File: src/rtl/mem_burst_arb.sv
// -----------------------------------------------------------------------------
// mem_burst_arb
//
// Purpose:
//    Two-requester round-robin arbiter that shares one main-memory burst port
//    between two line-fill / write-back engines. Arbitration is per whole line
//    burst of BEATS beats, never per beat. After each burst the bus is held
//    idle (mem_req low) for two cycles so burst boundaries stay visible.
//
//    State flow: IDLE -> BUSY -> GAP -> IDLE
//       IDLE : sample p0_req/p1_req, pick an owner (round robin on conflict)
//       BUSY : route the owner's request to memory, count beats
//       GAP  : one cycle with burst_done high, bus idle
//
// Ports:
//    clk, rst          rising-edge clock, synchronous active-high reset
//    p0_* / p1_*       requester burst interfaces
//                         req    (in)  held high until its last beat completes
//                         wr     (in)  1 = write-back, 0 = line fill
//                         addr   (in)  line-aligned burst address
//                         wdata  (in)  current write beat
//                         ready  (out) write beat accepted (owner only)
//                         rvalid (out) read beat valid (owner only)
//    rdata             (out) mem_rdata broadcast to both requesters
//    mem_req           (out) burst active to memory
//    mem_wr            (out) burst direction
//    mem_addr          (out) burst address
//    mem_wdata         (out) write beat
//    mem_ready         (in)  memory accepted a write beat
//    mem_rvalid        (in)  memory returns a read beat
//    mem_rdata         (in)  read beat data
//    gnt               (out) one-hot current owner, 00 when idle
//    burst_done        (out) one-cycle pulse on the cycle after the last beat
// -----------------------------------------------------------------------------
module mem_burst_arb #(
   parameter int ADDR_BITS = 16,
   parameter int BEAT_BITS = 64,
   parameter int BEATS     = 8,
   parameter int CNT_BITS  = 3
) (
   input  logic                 clk,
   input  logic                 rst,

   input  logic                 p0_req,
   input  logic                 p0_wr,
   input  logic [ADDR_BITS-1:0] p0_addr,
   input  logic [BEAT_BITS-1:0] p0_wdata,
   output logic                 p0_ready,
   output logic                 p0_rvalid,

   input  logic                 p1_req,
   input  logic                 p1_wr,
   input  logic [ADDR_BITS-1:0] p1_addr,
   input  logic [BEAT_BITS-1:0] p1_wdata,
   output logic                 p1_ready,
   output logic                 p1_rvalid,

   output logic [BEAT_BITS-1:0] rdata,

   output logic                 mem_req,
   output logic                 mem_wr,
   output logic [ADDR_BITS-1:0] mem_addr,
   output logic [BEAT_BITS-1:0] mem_wdata,
   input  logic                 mem_ready,
   input  logic                 mem_rvalid,
   input  logic [BEAT_BITS-1:0] mem_rdata,

   output logic [1:0]           gnt,
   output logic                 burst_done
);

   typedef enum logic [1:0] {
      ST_IDLE = 2'd0,
      ST_BUSY = 2'd1,
      ST_GAP  = 2'd2
   } state_t;

   localparam logic [CNT_BITS-1:0] LAST_BEAT = CNT_BITS'(BEATS - 1);

   // Registered state
   state_t              r_state;
   logic                r_owner;        // 0 = port 0, 1 = port 1 (valid in BUSY)
   logic                r_last_owner;   // owner of the most recent finished burst
   logic [CNT_BITS-1:0] r_beat_cnt;

   // Next-state values
   state_t              w_state_nxt;
   logic                w_owner_nxt;
   logic                w_last_owner_nxt;
   logic [CNT_BITS-1:0] w_beat_cnt_nxt;

   // Decode helpers
   logic                w_busy;
   logic                w_own_wr;
   logic                w_strobe;
   logic                w_pick;

   assign w_busy   = (r_state == ST_BUSY);
   assign w_own_wr = r_owner ? p1_wr : p0_wr;

   // Only the strobe matching the burst direction counts as a beat; a stray
   // strobe of the other type is dropped here and never reaches a requester.
   assign w_strobe = w_busy & (w_own_wr ? mem_ready : mem_rvalid);

   // On conflict the port that did not own the previous burst wins; with a
   // single request that port wins regardless of history.
   assign w_pick = (p0_req & p1_req) ? ~r_last_owner : p1_req;

   // --------------------------------------------------------------------------
   // State register
   // --------------------------------------------------------------------------
   // NOTE: sequential state uses non-blocking assignments so every register
   // samples the pre-edge values of the others, independent of statement order.
   always_ff @(posedge clk) begin
      if (rst) begin
         r_state      <= ST_IDLE;
         r_owner      <= 1'b0;
         r_last_owner <= 1'b1;          // port 0 wins the first conflict
         r_beat_cnt   <= '0;
      end else begin
         r_state      <= w_state_nxt;
         r_owner      <= w_owner_nxt;
         r_last_owner <= w_last_owner_nxt;
         r_beat_cnt   <= w_beat_cnt_nxt;
      end
   end

   // --------------------------------------------------------------------------
   // Next-state logic
   // --------------------------------------------------------------------------
   // NOTE: every variable gets a default at the top of the block, so no path
   // leaves one unassigned and no latch is inferred.
   always_comb begin
      w_state_nxt      = r_state;
      w_owner_nxt      = r_owner;
      w_last_owner_nxt = r_last_owner;
      w_beat_cnt_nxt   = r_beat_cnt;

      unique case (r_state)
         ST_IDLE: begin
            if (p0_req | p1_req) begin
               w_state_nxt    = ST_BUSY;
               w_owner_nxt    = w_pick;
               w_beat_cnt_nxt = '0;
            end
         end

         ST_BUSY: begin
            // Requests are not looked at here: once granted, a burst always
            // runs its full BEATS beats even if the owner drops req.
            if (w_strobe) begin
               if (r_beat_cnt == LAST_BEAT) begin
                  w_state_nxt      = ST_GAP;
                  w_last_owner_nxt = r_owner;
                  w_beat_cnt_nxt   = '0;
               end else begin
                  w_beat_cnt_nxt = r_beat_cnt + 1'b1;
               end
            end
         end

         ST_GAP: begin
            w_state_nxt = ST_IDLE;
         end

         default: begin
            w_state_nxt = ST_IDLE;
         end
      endcase
   end

   // --------------------------------------------------------------------------
   // Output logic
   // --------------------------------------------------------------------------
   // The whole memory-side bus is forced to zero outside BUSY, so GAP and IDLE
   // together give the two idle cycles between consecutive bursts.
   always_comb begin
      gnt       = 2'b00;
      mem_req   = 1'b0;
      mem_wr    = 1'b0;
      mem_addr  = '0;
      mem_wdata = '0;
      p0_ready  = 1'b0;
      p0_rvalid = 1'b0;
      p1_ready  = 1'b0;
      p1_rvalid = 1'b0;

      if (w_busy) begin
         mem_req = 1'b1;
         mem_wr  = w_own_wr;
         if (r_owner) begin
            gnt       = 2'b10;
            mem_addr  = p1_addr;
            mem_wdata = p1_wdata;
            p1_ready  = w_own_wr & mem_ready;
            p1_rvalid = ~w_own_wr & mem_rvalid;
         end else begin
            gnt       = 2'b01;
            mem_addr  = p0_addr;
            mem_wdata = p0_wdata;
            p0_ready  = w_own_wr & mem_ready;
            p0_rvalid = ~w_own_wr & mem_rvalid;
         end
      end
   end

   // GAP is entered only from the last beat and lasts exactly one cycle,
   // which is precisely the burst_done pulse.
   assign burst_done = (r_state == ST_GAP);

   // Read data is a plain broadcast; requesters qualify it with p*_rvalid.
   assign rdata = mem_rdata;

endmodule

File: config.mk
export PLATFORM = sky130hd
export DESIGN_NAME = mem_burst_arb
export DESIGN_NICKNAME = d
export VERILOG_FILES = /design/src/rtl/mem_burst_arb.sv
export SDC_FILE = /design/constraint.sdc
export NUM_CORES = 1
export LEC_CHECK = 0
export ABC_AREA = 1
export CORE_AREA = 2 2 150 152
export CTS_CLUSTER_DIAMETER = 80
export CTS_CLUSTER_SIZE = 12
export DETAILED_ROUTE_END_ITERATION = 8
export DIE_AREA = 0 0 152 154
export GPL_TIMING_DRIVEN = 0
export MAX_ROUTING_LAYER = met4
export PLACE_DENSITY = 0.44
export SETUP_SLACK_MARGIN = 0.3
export SYNTH_ARGS = -nofsm -noshare
export SYNTH_HDL_FRONTEND = slang
export SYNTH_SLANG_ARGS = --single-unit
File: constraint.sdc
create_clock -name clk -period 3.2 [get_ports clk]
set_clock_uncertainty 0.2 [all_clocks]
set_input_delay 0.48 -clock clk [delete_from_list [all_inputs] [get_ports clk]]
set_output_delay 0.48 -clock clk [all_outputs]
set_load 0.1 [all_outputs]
==> Implementation_results.wiki, run 1 <==
{| class="wikitable"
! Metric !! Value
|-
| Buffers inserted by post-CTS timing repair || 0
|-
| Antenna viol nets, final || 0
|-
| Cells after synthesis || 235
|-
| Clock net sink count || 7
|-
| Worst-case clock buffer depth || 2
|-
| Static power due to leakage || 2.311 nW
|-
| Via count of the first global-routing pass || 3294
|-
| Detail-routed via count per cell || 3.625
|-
| Fraction of layout cells with a size suffix above 1 || 33.27%
|-
| Number of input and output port buffers inserted || 320
|-
| Core region area || 21690 µm²
|-
| Dpl hpwl || 12540 µm
|-
| Maximum operating frequency || 0.3578 GHz
|-
| Startpoint class of the critical path || flip-flop
|-
| Core occupancy in the finished layout || 24.07%
|-
| Antenna violations before repair || 0
|-
| Fill cells || 2401
|-
| Reg area || 140.1 µm²
|-
| CTS tree || yes
|-
| Antenna fix cells || 0
|-
| Setup Crit Path Kind || flip-flop to output pin
|-
| Series of cell instances along the critical path || nand2_4 > nor2_4 > buf_2 > a22o_1 > clkdlybuf4s18_2
|-
| Initial standard-cell utilization of the core || 8.561%
|-
| I/O pin count || 385
|-
| Share of the synthesized area in compound gates (AO/OA/AOI/OAI) || 39.08%
|-
| Number of clock buffers inserted by TritonCTS || 3
|-
| Most frequent standard cell in the layout excluding fill and tap cells || sky130_fd_sc_hd__clkdlybuf4s50_1
|-
| Power per cell area || 388.4 nW/µm²
|-
| Y dimension of the die || 154 µm
|-
| Critical-path maximum fanout || 10
|-
| Wire length reported by the detailed router || 14330 µm
|-
| Register bit total from synthesis || 7
|-
| Crit path max-delay cell type || sky130_fd_sc_hd__clkdlybuf4s18_2
|-
| Clock tree root driver cell || sky130_fd_sc_hd__clkbuf_16
|-
| Synth cell types || 25
|-
| Non-filler instance count after layout || 839
|-
| Horiz. Die Dim || 152 µm
|-
| Number of placed instances with taps included || 835
|-
| Period utilisation layout || 87.33%
|-
| Final hold viol count || 0
|-
| Worst skew pair latency || 0.24 ns
|-
| Relative area change from synthesis to final layout || 181.1%
|-
| Commonest cells after routing, fill and taps aside || sky130_fd_sc_hd__clkdlybuf4s50_1 (233), sky130_fd_sc_hd__a22o_1 (80), sky130_fd_sc_hd__buf_2 (64), sky130_fd_sc_hd__buf_4 (64)
|-
| Wire per inst || 17.08 µm
|-
| Rel. slew slack || 31.19%
|-
| Design Power || 2.028 mW
|-
| Maximum Capacitance Violations || 0
|-
| Average cell area after synthesis || 7.901 µm²
|-
| DRC marker count from the first detailed-route iteration || 82
|-
| Die outline area || 23410 µm²
|-
| Endpoint arrival time on the critical path || 2.11 ns
|-
| Outcome || completed
|-
| Total DRC errors in the routed layout || 0
|-
| Post-synthesis adder-cell area fraction || 1.348%
|-
| HP Class || flip-flop to flip-flop
|-
| Layout net count || 794
|-
| Worst path required time || 2.52 ns
|-
| RePlAce Congestion || 0.8712
|-
| Number of vias in the routed layout || 3041
|-
| Synth Area in Simple Gates || 14.02%
|-
| Area of the multi-input gates || 1011 µm²
|-
| Share of the synthesized netlist area taken by xor and xnor gates || 0%
|-
| Maximum number of pins on one net before global-route repair || 11
|-
| Slew at the pin with the worst max-slew slack || 1.029 ns
|-
| Maximum vdd ir drop || 0.1489 mV
|-
| Minimum clock period after layout || 2.795 ns
|-
| Count of yosys warnings during synthesis || 0
|-
| Overflow after GRT || 0
|-
| Max Transition Viols Final || 0
|-
| Number of setup violations in the final report || 0
|-
| Combinational family with the most area after synthesis || compound AO/OA/AOI/OAI gates
|-
| Router iterations before antenna repair || 4
|-
| Synth Net Count || 469
|-
| Type of destination of the critical path || output pin
|-
| Slowest cell delay on critical path || 0.54 ns
|-
| # H-tree levels || 1
|-
| Hold-fix buffers at CTS || 0
|-
| Share of synthesized area occupied by flip-flops and latches || 7.547%
|-
| Total track usage || 11.51%
|-
| Multiplexer share of the synthesized area || 0%
|-
| Wire length of the first global-routing pass || 20620 µm
|-
| Post-synth design cell area || 1857 µm²
|-
| Unrepaired setup endpoints after global routing || no
|-
| Rows || 54
|-
| CTS clock-pin slew for the worst setup and hold paths || 0.04 ns
|}
report_power, final:
group          switching (mW)  total [mW]  internal, mW
registers             0.00652       0.101        0.0940
logic                    1.24        1.71         0.476
clock network          0.0502       0.216         0.166
total                    1.29        2.03         0.736
logic make-up after synthesis:
group           after synthesis
compound gates               85
fa+ha+maj                     2
buf+inv                      94
flops                         7
simple gates                 47
flip-flops by register name, summed over array words and instances, names as in the netlist:
signal and flops:
r_owner 1, r_beat_cnt 3, r_last_owner 1, r_state 2
Yosys cell counts:
cell / count / area [µm²]
sky130_fd_sc_hd__buf_8: 7 / 105.1
sky130_fd_sc_hd__nor2_8: 1 / 20.02
sky130_fd_sc_hd__nor2_2: 2 / 12.51
sky130_fd_sc_hd__inv_4: 3 / 18.77
sky130_fd_sc_hd__o21ai_1: 1 / 5.000
sky130_fd_sc_hd__nor2_1: 13 / 48.80
sky130_fd_sc_hd__buf_2: 8 / 40.04
sky130_fd_sc_hd__nor3_1: 1 / 5.000
sky130_fd_sc_hd__nand2_1: 14 / 52.55
sky130_fd_sc_hd__nand3_1: 6 / 30.03
sky130_fd_sc_hd__inv_2: 2 / 7.510
sky130_fd_sc_hd__dfxtp_1: 7 / 140.1
sky130_fd_sc_hd__nand2_4: 1 / 11.26
sky130_fd_sc_hd__buf_4: 64 / 480.5
sky130_fd_sc_hd__a22o_1: 80 / 700.7
sky130_fd_sc_hd__inv_1: 9 / 33.78
sky130_fd_sc_hd__nor2_4: 1 / 11.26
sky130_fd_sc_hd__nand4_1: 1 / 6.260
sky130_fd_sc_hd__a21oi_1: 2 / 10.01
sky130_fd_sc_hd__o21ai_0: 2 / 10.01
sky130_fd_sc_hd__nand3_2: 2 / 20.02
sky130_fd_sc_hd__buf_12: 1 / 20.02
sky130_fd_sc_hd__ha_1: 2 / 25.02
sky130_fd_sc_hd__nand2_2: 4 / 25.02
sky130_fd_sc_hd__nand3_4: 1 / 17.52
timing repair:
action	in CTS	in global routing
endpoints found under the hold margin	0	0
setup endpoints to repair	87	55
gates resized for setup	305	86
metal layers:
metal	track usage [%]	part of all wire (%)
met1	13.33	41
met4	1.246	0.64
met5	-	0
met3	2.114	5.7
met2	21.30	53
final cells by class:
type,count,share of cell area (%)
plain buffers,80,12.37
inverters,14,1.151
well taps,280,6.711
repair buffers,320,56.21
multi-input cells,134,19.37
flip-flops and latches,7,2.685
clock buffers,4,1.510
through the flow:
step	setup TNS (ns)	hold slack, ns	instance area [µm²]	setup WS [ns]
after global placement	-1.043	0.2514	5410	-0.1098
after detailed placement	-2.076	0.2674	5410	-0.1406
final	0	0.2862	5220	0.4055
after global routing	0	0.3033	5220	0.3001
after CTS	0	0.2750	5466	0.2290
after floorplan	0	0.2287	1857	0.005035
worst paths after layout:
| check | start | to | slack (ns) | cells after the start |
|---|---|---|---|---|
| worst max-delay path | r_state[0] | mem_wdata[15] | 0.41 | 5 |
| worst min-delay path | r_last_owner | r_last_owner | 0.29 | 2 |
| worst max register to register | r_owner | r_state[0] | 1.66 | 7 |
| worst min register to register | r_last_owner | r_last_owner | 0.29 | 2 |
critical path: cells and delay by family, from the launching register on:
kind,cells,cell delay (ns)
buffers and inverters,2,0.84
DFF,1,0.38
AOI/OAI and AO/OA,1,0.18
and+or+nand+nor,2,0.47
Note: power is estimated with default switching activity, not from simulation.
==> inputs of run 2 (changes only) <==
--- a/config.mk
+++ b/config.mk
@@ -6,6 +6,7 @@
 export NUM_CORES = 1
 export LEC_CHECK = 0
 export ABC_AREA = 1
+export ABC_CLOCK_PERIOD_IN_PS = 3200
 export CORE_AREA = 2 2 150 152
 export CTS_CLUSTER_DIAMETER = 80
 export CTS_CLUSTER_SIZE = 12
@@ -15,6 +16,7 @@
 export MAX_ROUTING_LAYER = met4
 export PLACE_DENSITY = 0.44
 export SETUP_SLACK_MARGIN = 0.3
+export SKIP_CTS_REPAIR_TIMING = 1
 export SYNTH_ARGS = -nofsm -noshare
 export SYNTH_HDL_FRONTEND = slang
 export SYNTH_SLANG_ARGS = --single-unit
==> Implementation_results.wiki, run 2 (same netlist as run 1, synthesis figures left out) <==
{| class="wikitable"
! Metric !! Value
|-
| Outcome || completed
|-
| Overflow after GRT || 0
|-
| Fill cells || 2415
|-
| Router iterations before antenna repair || 4
|-
| Via count of the first global-routing pass || 3285
|-
| DRC marker count from the first detailed-route iteration || 92
|-
| Max Transition Viols Final || 0
|-
| Clock net sink count || 7
|-
| Setup WS post-layout || 0.3903 ns
|-
| I/O pin count || 385
|-
| Total DRC errors in the routed layout || 0
|-
| Y dimension of the die || 154 µm
|-
| Wire length of the first global-routing pass || 20540 µm
|-
| Largest registers ranked by flip-flop count || r_beat_cnt x3, r_state x2
|-
| Period utilisation layout || 87.80%
|-
| Number of input and output port buffers inserted || 320
|-
| Antenna viol nets, final || 0
|-
| Series of cell instances along the critical path || nand2_4 > nor2_4 > buf_2 > a22o_1 > clkbuf_2
|-
| HP Class || flip-flop to flip-flop
|-
| Number of clock buffers inserted by TritonCTS || 3
|-
| Endpoint arrival time on the critical path || 2.13 ns
|-
| Clk pwr share || 10.8%
|-
| Detail-routed via count per cell || 3.595
|-
| Horiz. Die Dim || 152 µm
|-
| Proportion of total power due to net switching || 64.42%
|-
| Layout net count || 794
|-
| Number of flip-flops in the largest register || 3
|-
| Maximum vdd ir drop || 0.1473 mV
|-
| Antenna fix cells || 0
|-
| Wire per inst || 17.04 µm
|-
| Unrepaired setup endpoints after global routing || yes
|-
| Setup Crit Path Kind || flip-flop to output pin
|-
| Core region area || 21690 µm²
|-
| Type of destination of the critical path || output pin
|-
| Slew at the pin with the worst max-slew slack || 1.033 ns
|-
| CTS clock-pin slew for the worst setup and hold paths || 0.04 ns
|-
| Clock tree root driver cell || sky130_fd_sc_hd__clkbuf_16
|-
| Critical-path maximum fanout || 10
|-
| Worst-case clock buffer depth || 2
|-
| Power per cell area || 396.5 nW/µm²
|-
| Wire length reported by the detailed router || 14300 µm
|-
| RePlAce Congestion || 0.8712
|-
| NetSw || 1.293 mW
|-
| Fraction of layout cells with a size suffix above 1 || 33.27%
|-
| Maximum number of pins on one net before global-route repair || 11
|-
| Total track usage || 11.46%
|-
| Rows || 54
|-
| Cell internal power dissipation || 714.3 µW
|-
| Relative area change from synthesis to final layout || 172.7%
|-
| Core occupancy in the finished layout || 23.35%
|-
| Maximum operating frequency || 0.3559 GHz
|-
| Slowest cell delay on critical path || 0.46 ns
|-
| Maximum Capacitance Violations || 0
|-
| Pre-CTS setup slack || -0.1406 ns
|-
| Rel. slew slack || 30.92%
|-
| Minimum clock period after layout || 2.810 ns
|-
| Gate power share || 84.2%
|-
| Reg area || 140.1 µm²
|-
| Most frequent standard cell in the layout excluding fill and tap cells || sky130_fd_sc_hd__clkdlybuf4s50_1
|-
| CTS tree || yes
|-
| Static power due to leakage || 2.303 nW
|-
| Top reg by flops || r_beat_cnt
|-
| Final hold viol count || 0
|-
| Accumulated negative setup slack || 0 ns
|-
| Antenna violations before repair || 0
|-
| Part of the power in registers || 5.0%
|-
| Initial standard-cell utilization of the core || 8.561%
|-
| Number of setup violations in the final report || 0
|-
| Die outline area || 23410 µm²
|-
| Crit path max-delay cell type || sky130_fd_sc_hd__clkbuf_2
|-
| Area of the multi-input gates || 1011 µm²
|-
| Worst skew pair latency || 0.24 ns
|-
| # H-tree levels || 1
|-
| Startpoint class of the critical path || flip-flop
|-
| Dpl hpwl || 12540 µm
|-
| Design Power || 2.007 mW
|-
| Commonest cells after routing, fill and taps aside || sky130_fd_sc_hd__clkdlybuf4s50_1 (233), sky130_fd_sc_hd__a22o_1 (80), sky130_fd_sc_hd__clkbuf_2 (77), sky130_fd_sc_hd__buf_4 (64), sky130_fd_sc_hd__buf_2 (16)
|-
| Number of vias in the routed layout || 3016
|-
| Worst path required time || 2.52 ns
|}
## run 2: cell count changes in the layout (fill, tap and decap cells not counted)
| cell | delta |
|---|---|
| sky130_fd_sc_hd__clkdlybuf4s15_2 | -14 |
| sky130_fd_sc_hd__clkdlybuf4s18_2 | -14 |
| sky130_fd_sc_hd__clkbuf_4 | -1 |
| sky130_fd_sc_hd__clkbuf_2 | +77 |
| sky130_fd_sc_hd__buf_2 | -48 |
| sky130_fd_sc_hd__dlymetal6s2s_1 | +1 |
| sky130_fd_sc_hd__dlygate4sd2_1 | -1 |
## run 2: power by group through the flow
stage | Clock, mW | Sequential (mW) | Combinational [mW]
floorplan | 0 | 0.100 | 1.25
global placement | 0 | 0.101 | 1.78
detailed placement | 0 | 0.102 | 1.79
CTS | 0.219 | 0.100 | 1.79
global route | 0.223 | 0.101 | 1.74
finish | 0.216 | 0.101 | 1.69
## run 2: stage by stage
step,hold slack [ns],std cells,area (µm²)
2_1_floorplan,0.2287,235,1857
3_3_place_gp,0.2514,835,5410
3_5_place_dp,0.2674,835,5410
4_1_cts,0.2750,839,5489
5_1_grt,0.3033,839,5064
6_report,0.2862,839,5064
## run 2: routing by layer
metal | up-vias | wire, µm | track usage (%)
li1 | 1441 | - | -
met1 | 1395 | 5799 | 13.28
met2 | 173 | 7545 | 21.17
met3 | 7 | 861 | 2.142
met4 | 0 | 91 | 1.246
met5 | - | 0 | -
## run 2: layout make-up
| class | instances | share of cell area [%] |
|---|---|---|
| Clock buffer | 4 | 1.557 |
| Timing Repair Buffer | 320 | 54.86 |
| Tap cell | 280 | 6.919 |
| Sequential cell | 7 | 2.767 |
| Inverter | 14 | 1.186 |
| Multi-Input combinational cell | 134 | 19.97 |
| Buffer | 80 | 12.75 |
## run 2: worst max-delay path, delay by kind of cell, from the launching register on
family                 cells  cell delay (ns)
AND/OR/NAND/NOR            2             0.47
flip-flops                 1             0.38
AO/OA/AOI/OAI              1             0.22
buffers and inverters      2             0.81
## run 2: path summary, 6_finish.rpt
kind / start / to / slack, ns / cells past startpoint
setup reg to reg: r_owner / r_state[0] / 1.66 / 7
hold / removal: r_last_owner / r_last_owner / 0.29 / 2
hold reg to reg: r_last_owner / r_last_owner / 0.29 / 2
setup / recovery: r_state[0] / mem_wdata[41] / 0.39 / 5
==> inputs of run 3 (changes only) <==
--- a/config.mk
+++ b/config.mk
@@ -14,7 +14,7 @@
 export DIE_AREA = 0 0 152 154
 export GPL_TIMING_DRIVEN = 0
 export MAX_ROUTING_LAYER = met4
-export PLACE_DENSITY = 0.44
+export PLACE_DENSITY_LB_ADDON = 0.08
 export SETUP_SLACK_MARGIN = 0.3
 export SKIP_CTS_REPAIR_TIMING = 1
 export SYNTH_ARGS = -nofsm -noshare
==> Implementation_results.wiki, run 3 (same netlist as run 1, synthesis figures left out) <==
{| class="wikitable"
! Metric !! Value
|-
| Core region area || 21690 µm²
|-
| Number of clock buffers inserted by TritonCTS || 3
|-
| Number of vias in the routed layout || 3053
|-
| Horiz. Die Dim || 152 µm
|-
| Worst skew pair latency || 0.24 ns
|-
| Startpoint class of the critical path || flip-flop
|-
| Rows || 54
|-
| Static power due to leakage || 2.301 nW
|-
| Maximum operating frequency || 0.3533 GHz
|-
| Outcome || completed
|-
| Overflow after GRT || 0
|-
| Wire length reported by the detailed router || 14300 µm
|-
| Max Transition Viols Final || 0
|-
| Period utilisation layout || 88.45%
|-
| Clock tree root driver cell || sky130_fd_sc_hd__clkbuf_16
|-
| Clock net sink count || 7
|-
| Number of input and output port buffers inserted || 320
|-
| Antenna violations before repair || 1
|-
| Via count of the first global-routing pass || 3085
|-
| Maximum vdd ir drop || 0.1175 mV
|-
| Cell count of the worst reg-to-reg path || 7
|-
| HP Class || flip-flop to flip-flop
|-
| I/O pin count || 385
|-
| Hold Path Depth || 2
|-
| Design Area, Final || 5086 µm²
|-
| Y dimension of the die || 154 µm
|-
| Rel. slew slack || 29.90%
|-
| RePlAce Congestion || 0.7878
|-
| Wire length of the first global-routing pass || 20310 µm
|-
| Top reg by flops || r_beat_cnt
|-
| Detail-routed via count per cell || 3.635
|-
| Total DRC errors in the routed layout || 0
|-
| CTS clock-pin slew for the worst setup and hold paths || 0.04 ns
|-
| Critical-path maximum fanout || 10
|-
| Worst-case clock buffer depth || 2
|-
| Commonest cells after routing, fill and taps aside || sky130_fd_sc_hd__clkdlybuf4s50_1 (233), sky130_fd_sc_hd__a22o_1 (80), sky130_fd_sc_hd__clkbuf_2 (76), sky130_fd_sc_hd__buf_4 (64), sky130_fd_sc_hd__nand2_1 (14)
|-
| Most frequent standard cell in the layout excluding fill and tap cells || sky130_fd_sc_hd__clkdlybuf4s50_1
|-
| Endpoint arrival time on the critical path || 2.15 ns
|-
| Cell area after placement || 5410 µm²
|-
| Slew at the pin with the worst max-slew slack || 1.048 ns
|-
| DRC marker count from the first detailed-route iteration || 122
|-
| Initial standard-cell utilization of the core || 8.561%
|-
| Setup Crit Path Kind || flip-flop to output pin
|-
| Number of setup violations in the final report || 0
|-
| Largest registers ranked by flip-flop count || r_beat_cnt x3, r_state x2
|-
| Wire per inst || 17.02 µm
|-
| Minimum clock period after layout || 2.830 ns
|-
| Dpl hpwl || 12450 µm
|-
| Die outline area || 23410 µm²
|-
| Worst path required time || 2.52 ns
|-
| Accumulated negative setup slack || 0 ns
|-
| # H-tree levels || 1
|-
| CTS tree || yes
|-
| Layout net count || 794
|-
| Fraction of layout cells with a size suffix above 1 || 33.27%
|-
| Maximum number of pins on one net before global-route repair || 11
|-
| Final hold viol count || 0
|-
| Type of destination of the critical path || output pin
|-
| Unrepaired setup endpoints after global routing || yes
|-
| Maximum Capacitance Violations || 0
|-
| Number of flip-flops in the largest register || 3
|-
| Router iterations before antenna repair || 4
|-
| Total track usage || 11.55%
|-
| Antenna viol nets, final || 0
|-
| Power per cell area || 394.8 nW/µm²
|-
| Relative area change from synthesis to final layout || 173.9%
|}
## run 3: power by group
group          total, mW  switching, mW  internal [mW]
Sequential         0.100        0.00642         0.0940
Combinational       1.69           1.23          0.457
Clock              0.220         0.0540          0.166
Total               2.01           1.29          0.717
## run 3: path summary, 6_finish.rpt
path,start,to,slack [ns]
worst min-delay path,r_last_owner,r_last_owner,0.27
worst max-delay path,r_state[1],mem_addr[7],0.37
worst min register to register,r_last_owner,r_last_owner,0.27
worst max register to register,r_owner,r_state[0],1.62
## run 3: metal layers
layer  vias to the layer above  part of all wire, %  global-route usage, %
met4                         0                 0.49                  1.335
li1                       1443                    -                      -
met2                       171                   58                  23.64
met3                         7                  6.6                  2.368
met1                      1432                   35                  11.40
met5                         -                    0                      -
## run 3: per-stage QoR
step / setup WS (ns) / hold slack [ns] / utilization (%) / power [mW] / std cells
global placement: -0.1374 / 0.2608 / 24.95 / 1.882 / 835
finish: 0.3695 / 0.2733 / 23.45 / 2.008 / 840
detailed placement: -0.1794 / 0.2559 / 24.95 / 1.882 / 835
floorplan: 0.005035 / 0.2287 / - / 1.349 / 235
CTS: -0.4346 / 0.2646 / 25.31 / 2.107 / 839
global route: 0.2180 / 0.3093 / 23.45 / 2.072 / 840
## run 3: critical path, stage by stage (launching register included)
cell and delay (ns):
sky130_fd_sc_hd__dfxtp_1 0.33, sky130_fd_sc_hd__inv_2 0.09, sky130_fd_sc_hd__nand2_4 0.11, sky130_fd_sc_hd__nor2_4 0.33, sky130_fd_sc_hd__buf_2 0.38, sky130_fd_sc_hd__a22o_1 0.20, sky130_fd_sc_hd__clkbuf_2 0.47
## run 3: cell type report
type,count,area (µm²)
Tap cell,280,350.3
Buffer,80,645.6
Multi-Input combinational cell,134,1011
Inverter,14,60.06
Clock buffer,4,78.83
Sequential cell,7,140.1
Antenna cell,1,2.502
Fill cell,2434,16600
Timing Repair Buffer,320,2798
